File: src/rtl/cordic_scheduler.sv
// cordic_scheduler: round-robin front end that shares one CORDIC core between
// two requesters. Each accepted operation is issued to the core, held stable
// for LATENCY+1 cycles, and its result is presented on the response channel
// until the consumer takes it.
// Optional feature: define CORDIC_SCHED_PERF_EN to add the 32-bit busy_cycles
// counter output.
module cordic_scheduler #(
   parameter int N       = 32,
   parameter int LATENCY = 16
) (
   input  logic                 clock,
   input  logic                 reset,
   input  logic [1:0]           req_valid,
   output logic [1:0]           req_ready,
   input  logic [1:0][1:0]      req_select,
   input  logic [1:0][N-1:0]    req_x,
   input  logic [1:0][N-1:0]    req_y,
   input  logic [1:0][N-1:0]    req_angle,
   output logic                 core_enable,
   output logic [1:0]           core_select,
   output logic [N-1:0]         core_x,
   output logic [N-1:0]         core_y,
   output logic [N-1:0]         core_angle,
   input  logic [N-1:0]         core_x_out,
   input  logic [N-1:0]         core_y_out,
   output logic                 rsp_valid,
   input  logic                 rsp_ready,
   output logic                 rsp_id,
   output logic [N-1:0]         rsp_x,
   output logic [N-1:0]         rsp_y,
   output logic                 busy
`ifdef CORDIC_SCHED_PERF_EN
   ,
   output logic [31:0]          busy_cycles
`endif
);

   typedef enum logic [1:0] {
      IDLE  = 2'd0,
      ISSUE = 2'd1,
      WAIT  = 2'd2,
      DONE  = 2'd3
   } state_t;

   localparam logic [7:0] LAT8 = 8'(LATENCY);

   state_t     state;
   state_t     next_state;
   logic [7:0] count;
   logic       last_grant;
   logic       grant_any;
   logic       grant_id;
   logic       capture;

   // Next-state, arbitration and handshake decode; grants are only made from IDLE
   // and are suppressed while reset is held so req_ready reads 0 during reset.
   always_comb begin
      next_state = state;
      grant_any  = 1'b0;
      grant_id   = 1'b0;
      req_ready  = 2'b00;
      capture    = 1'b0;
      case (state)
         IDLE: begin
            if (reset && (req_valid != 2'b00)) begin
               grant_any  = 1'b1;
               if (req_valid == 2'b11)
                  grant_id = ~last_grant;
               else
                  grant_id = req_valid[1];
               req_ready  = grant_id ? 2'b10 : 2'b01;
               next_state = ISSUE;
            end
         end
         ISSUE: begin
            next_state = WAIT;
         end
         WAIT: begin
            if (count == LAT8) begin
               capture    = 1'b1;
               next_state = DONE;
            end
         end
         DONE: begin
            if (rsp_ready)
               next_state = IDLE;
         end
         default: begin
            next_state = IDLE;
         end
      endcase
   end

   // State register.
   always_ff @(posedge clock or negedge reset) begin
      if (!reset)
         state <= IDLE;
      else
         state <= next_state;
   end

   // Latency counter: restarts on grant so ISSUE sees 0, then counts every
   // ISSUE/WAIT cycle until it matches LATENCY.
   always_ff @(posedge clock or negedge reset) begin
      if (!reset)
         count <= 8'd0;
      else if (grant_any)
         count <= 8'd0;
      else if ((state == ISSUE) || (state == WAIT))
         count <= count + 8'd1;
   end

   // Operand latch and round-robin memory; a reset points priority at requester 0
   // by pretending requester 1 was granted last.
   always_ff @(posedge clock or negedge reset) begin
      if (!reset) begin
         last_grant  <= 1'b1;
         rsp_id      <= 1'b0;
         core_select <= 2'b00;
         core_x      <= '0;
         core_y      <= '0;
         core_angle  <= '0;
      end else if (grant_any) begin
         last_grant  <= grant_id;
         rsp_id      <= grant_id;
         core_select <= req_select[grant_id];
         core_x      <= req_x[grant_id];
         core_y      <= req_y[grant_id];
         core_angle  <= req_angle[grant_id];
      end
   end

   // Result capture: core outputs are taken bit-exact on the final WAIT cycle.
   always_ff @(posedge clock or negedge reset) begin
      if (!reset) begin
         rsp_x <= '0;
         rsp_y <= '0;
      end else if (capture) begin
         rsp_x <= core_x_out;
         rsp_y <= core_y_out;
      end
   end

   // State-decoded status outputs.
   always_comb begin
      core_enable = (state == ISSUE) || (state == WAIT);
      rsp_valid   = (state == DONE);
      busy        = (state != IDLE);
   end

`ifdef CORDIC_SCHED_PERF_EN
   // Busy-cycle counter; wraps naturally at 2^32.
   always_ff @(posedge clock or negedge reset) begin
      if (!reset)
         busy_cycles <= 32'd0;
      else if (busy)
         busy_cycles <= busy_cycles + 32'd1;
   end
`endif

endmodule
File: config.mk
export PLATFORM = sky130hd
export DESIGN_NAME = cordic_scheduler
export DESIGN_NICKNAME = d
export VERILOG_FILES = /design/src/rtl/cordic_scheduler.sv
export SDC_FILE = /design/constraint.sdc
export NUM_CORES = 1
export LEC_CHECK = 0
export BUFFER_PORTS_ARGS = -buffer_cell sky130_fd_sc_hd__buf_2
export CAP_MARGIN = 20
export CORE_AREA = 2 2 169 171
export CTS_CLUSTER_SIZE = 24
export DETAILED_ROUTE_END_ITERATION = 12
export DIE_AREA = 0 0 171 173
export PLACE_DENSITY = 0.51
export SLEW_MARGIN = 20
export SYNTH_ARGS = -nofsm -noshare
export SYNTH_HDL_FRONTEND = slang
export SYNTH_SLANG_ARGS = --single-unit
File: constraint.sdc
create_clock -name clock -period 2.16 [get_ports clock]
set_input_delay 0.432 -clock clock [delete_from_list [all_inputs] [get_ports clock]]
set_output_delay 0.432 -clock clock [all_outputs]
set_load 0.03 [all_outputs]
# Word level (Yosys, flattened, before mapping)
# Index checks and enable logic that the tools add are counted.
word_totals:
  ram_bits: 0
  romBits: 0
  out_inout_bits: 168
  latchBits: 0
  input_bits: 265
  elab_cells: 54
  mem_count: 0
  register_bits: 174
op_classes:
  magnitude_cmp: 1
  n_div: 0
  eq_ne: 8
  bitwise: 1
  shifts: 0
  addsub: 1
  muxes: 26
  n_mul: 0
  n_reduce_logical: 7
ops:
  columns: ["op", "count"]
  rows:
  - ["$mux W32", 6]
  - ["$mux W2", 8]
  - ["$mux W8", 2]
  - ["$mux W1", 9]
  - ["$add A8 B1 Y8 const B", 1]
  - ["$eq A8 B5 Y1 const B", 1]
  - ["$pmux W2 S4", 1]
  - ["$eq A2 B2 Y1 const B", 3]
  - ["$reduce_bool A2 Y1", 3]
  - ["$ne A2 B2 Y1 const B", 2]
  - ["$reduce_and A3 Y1", 1]
  - ["$eq A2 B1 Y1 const B", 1]
  - ["$logic_not A2 Y1", 1]
  - ["$lt A1 B2 Y1 const B", 1]
  - ["$ne A2 B1 Y1 const B", 1]
  - ["$logic_and A1 B1 Y1", 1]
  - ["$logic_or A1 B1 Y1", 1]
  - ["$not A1 Y1", 1]

# Logic depth before layout (Yosys ltp)
depth:
  ltp_word: 8
  depth_mapped: 9
  mapped_depth_nobuf: 6

# Least setup slack after synthesis
# No wires, ideal clock.
synth_path:
  path_type: "register to output"
  startpoint: "reg state[0]"
  endpoint: "out req_ready[1]"
  arrival_time_ns: 1.555
  t_required_ns: 1.728
  path_stages_with_launch: 8
  path_buffers: 3
  slack_ns: 0.173
  path_cell_list: "dfrtp_1 > inv_1 > ha_1 > buf_2 > nand3_1 > a21oi_2 > clkbuf_1 > buf_4"
synth_between:
  elab_chain_len: 2
synth_rtl:
  columns: ["item", "line_no", "text"]
  rows:
  - ["from (decl)", "47", "state_t state;"]
  - ["from (signal assigned)", "99", "state <= next_state;"]
  - ["$logic_not A2 Y1", "63", "case (state)"]
  - ["$mux W2", "63", null]
  - ["to (decl)", "14", "output logic [1:0] req_ready,"]
# Every way passes these cells.

# Worst setup path after layout
layout_path:
  startpoint: "reg state[1]"
  endpoint: "out req_ready[0]"
# Same word-level chain as after synthesis.

==> impl_metrics.toml <==
[placement]
place_congestion = 0.8116
io_buffer_count = 432
dp_hpwl_mm = 16.99

[critical_path]
endpoint = "req_ready[0]"
worstSetupStartpoint = "state[1]"
rrSetupSlack_ps = 270
crit_family = "flip-flops"
cpPeakStageDelay_ps = 410
crit_fanout = 7
crit_cells = 5
required_ps = 1730
reg2reg_depth = 6
r2r-start = "count[0]"
critical_path_arrival_ps = 1630
endpoint_kind = "primary output"
r2r_end = "state[1]"
critical_path_class = "flop to primary output"
critPathLaunchType = "flop"
cp_num_buf_inv = 2
worst_path_max_delay_cell = "dfrtp_1"
crit_chain = "inv_1 -> ha_4 -> nand3_1 -> a21oi_4 -> buf_6"

[synthesis]
syn_inst = 530
synth_cell_types = 30
synth_ff_type = "dfrtp_1"
synthArstFlopShare_pct = 100.0
yosys-top-cells-count = "173 x dfrtp_1, 104 x inv_1, 98 x a222oi_1, 60 x mux2_4, 22 x clkbuf_1"
netlist.area_leader.share_pct = 59.62
synth.net_count = 800
synth.area.top_cells = "dfrtp_1 60%, a222oi_1 14%, mux2_4 12%"
synth-seq-area-share_pct = 59.99
synth_edf_count = 0
avgSynthCellArea_sq_um = 13.70
synth.most_common_cell = "dfrtp_1"
yosys_warnings = 0
ys_ff_latch = 174
netlist_area_sq_um = 7261
yosysTopAreaCell = "dfrtp_1"

[sta]
min_period_ps = 2061
skew_ps = 15.27
timing.final.crit_share_pct = 95.40
drv_slew = 0
fmax_mhz = 485.3
tns_ps = 0
tightest_slew_ps = 833.4
relSlewSlack_pct = 44.44
hold_viol = 0
rsz0062_at_grt = "no"
setup_viol = 0

[drt]
ant_nets = 0
viasPerCell = 4.573
num_vias = 6142
routedWlPerCell_microns = 17.46
totalWireLength_mm = 23.44
drtIter0Drc = 727
drc = 1
drt-pass1-iter-count = 13

[global_routing]
grt_pass1_vias = 5996
grt.overflow.total = 0
grt_first_pass_wirelength_mm = 34.88
grt_usage_pct = 15.31
grt_antenna_before_repair = 1
grt_max_degree = 133

[layout]
syn_to_final_growth_pct = 44.15
drive_gt1_share_pct = 56.74
layout.nets = 1221

[run_status]
violations = "DRC"
status = "finished with violations"

[floorplan]
std_cell_rows = 61
die_h_microns = 173
floorplan.initialDensity_pct = 26.28
core_area_sq_um = 27630
die-width_microns = 171
ios = 433
design.die.area_sq_um = 29580

[pwr]
ir_drop_mv = 0.7063
power.total_mw = 16.76
power.density_nw_per_um2 = 1602
p_leak_nw = 6.028

[clock_tree]
cts-buffers-inserted = 17
clkTransAtPathRegs_ps = 70
htreeDepth = 4
cts_root_buf = "clkbuf_16"
tritoncts_num_sinks = 174
clkLatencyLatePin_ps = 430
cts_tree = "yes"
clockBufferDepth = 2

[min_path]
hp-class = "input pin to async pin"

[flow_run]
maxCapViolCount = 0
state kept, by name (all words and copies together), names as in the netlist:
signal,flops
core_angle,32
core_select,2
core_x,32
core_y,32
count,8
last_grant,1
rsp_id,1
rsp_x,32
rsp_y,32
state,2
per-stage QoR:
stage	utilization, %	std cells	hold WS (ps)	setup WS (ps)	cell area (sq um)
floorplan	-	530	136.4	172.9	7261
global placement	35.69	1309	467.0	290.8	9862
detailed placement	35.69	1309	471.6	286.3	9862
CTS	37.83	1341	140.3	28.62	10450
global route	37.88	1343	181.2	2.531	10470
finish	37.88	1343	82.66	99.29	10470
layer usage:
metal / part of all wire (%) / vias to the layer above / routed length (microns) / global-route usage, %
met5: 0 / - / 0 / 0
met4: 1.8 / 0 / 418 / 5.297
met3: 8.9 / 31 / 2076 / 4.417
met2: 47 / 336 / 11080 / 24.82
met1: 42 / 2950 / 9866 / 19.47
li1: - / 2825 / - / -
power by group:
group / internal, mW / total [mW] / switching, mW
combinational: 2.89 / 8.00 / 5.11
sequential: 4.80 / 5.70 / 0.900
clock: 1.65 / 3.06 / 1.41
total: 9.33 / 16.8 / 7.43
layout make-up:
class / instances / area, sq um
sequential: 174 / 4355
multi-input combinational: 211 / 2337
tap: 378 / 473.0
clock buffer: 19 / 442.9
clock inverter: 13 / 130.1
antenna: 1 / 2.502
timing repair buffer: 443 / 2335
inverter: 104 / 390.4
fill: 2746 / 17160
kinds of logic (layout without fill, tap and decap cells):
group                    count (synthesis)  after routing  share of synthesized area [%]
multiplexers                            66             66                          13.32
XOR/XNOR                                 5              5                         0.6032
AO/OA/AOI/OAI                          110            110                          14.77
other                                    0              1                              0
AND/OR/NAND/NOR                         25             25                          2.085
flip-flops                             174            174                          59.99
buffers and inverters                  145            579                          8.375
adder cells (fa/ha/maj)                  5              5                         0.8616
worst min-delay path by stage:
stage | endpoint | slack (ps) | cells after the start
3_5_place_dp | core_y[17] | 470 | 2
6_report | count[4] | 80 | 2
2_1_floorplan | core_angle[0] | 140 | 0
4_1_cts | core_x[18] | 140 | 2
3_3_place_gp | core_y[20] | 470 | 2
5_1_grt | core_x[18] | 180 | 2
what timing repair did:
| item | in CTS | in global routing |
|---|---|---|
| setup endpoints to repair | 2 | 2 |
| buffers inserted | 0 | 1 |
| pin swaps | 0 | 1 |
| hold buffers | 0 | 0 |
| resized for setup | 4 | 1 |
cells in the final DEF, fill, tap and decap left out, drive strengths merged:
cell,instances
o32a,1
dfstp,1
a221oi,1
nor2b,1
ha,5
nor3,1
dfrtp,173
o211ai,1
or3,2
inv,109
clkinv,4
nand3,5
o211a,1
clkinvlp,3
xor2,3
o21ai,3
bufinv,1
a21oi,5
xnor2,2
mux2,65
clkbuf,19
diode,1
nor2,9
buf,443
nand4,3
nand2,3
a222oi,98
nor4b,1
mux2i,1
No activity file was read; power rests on OpenSTA's default activity.
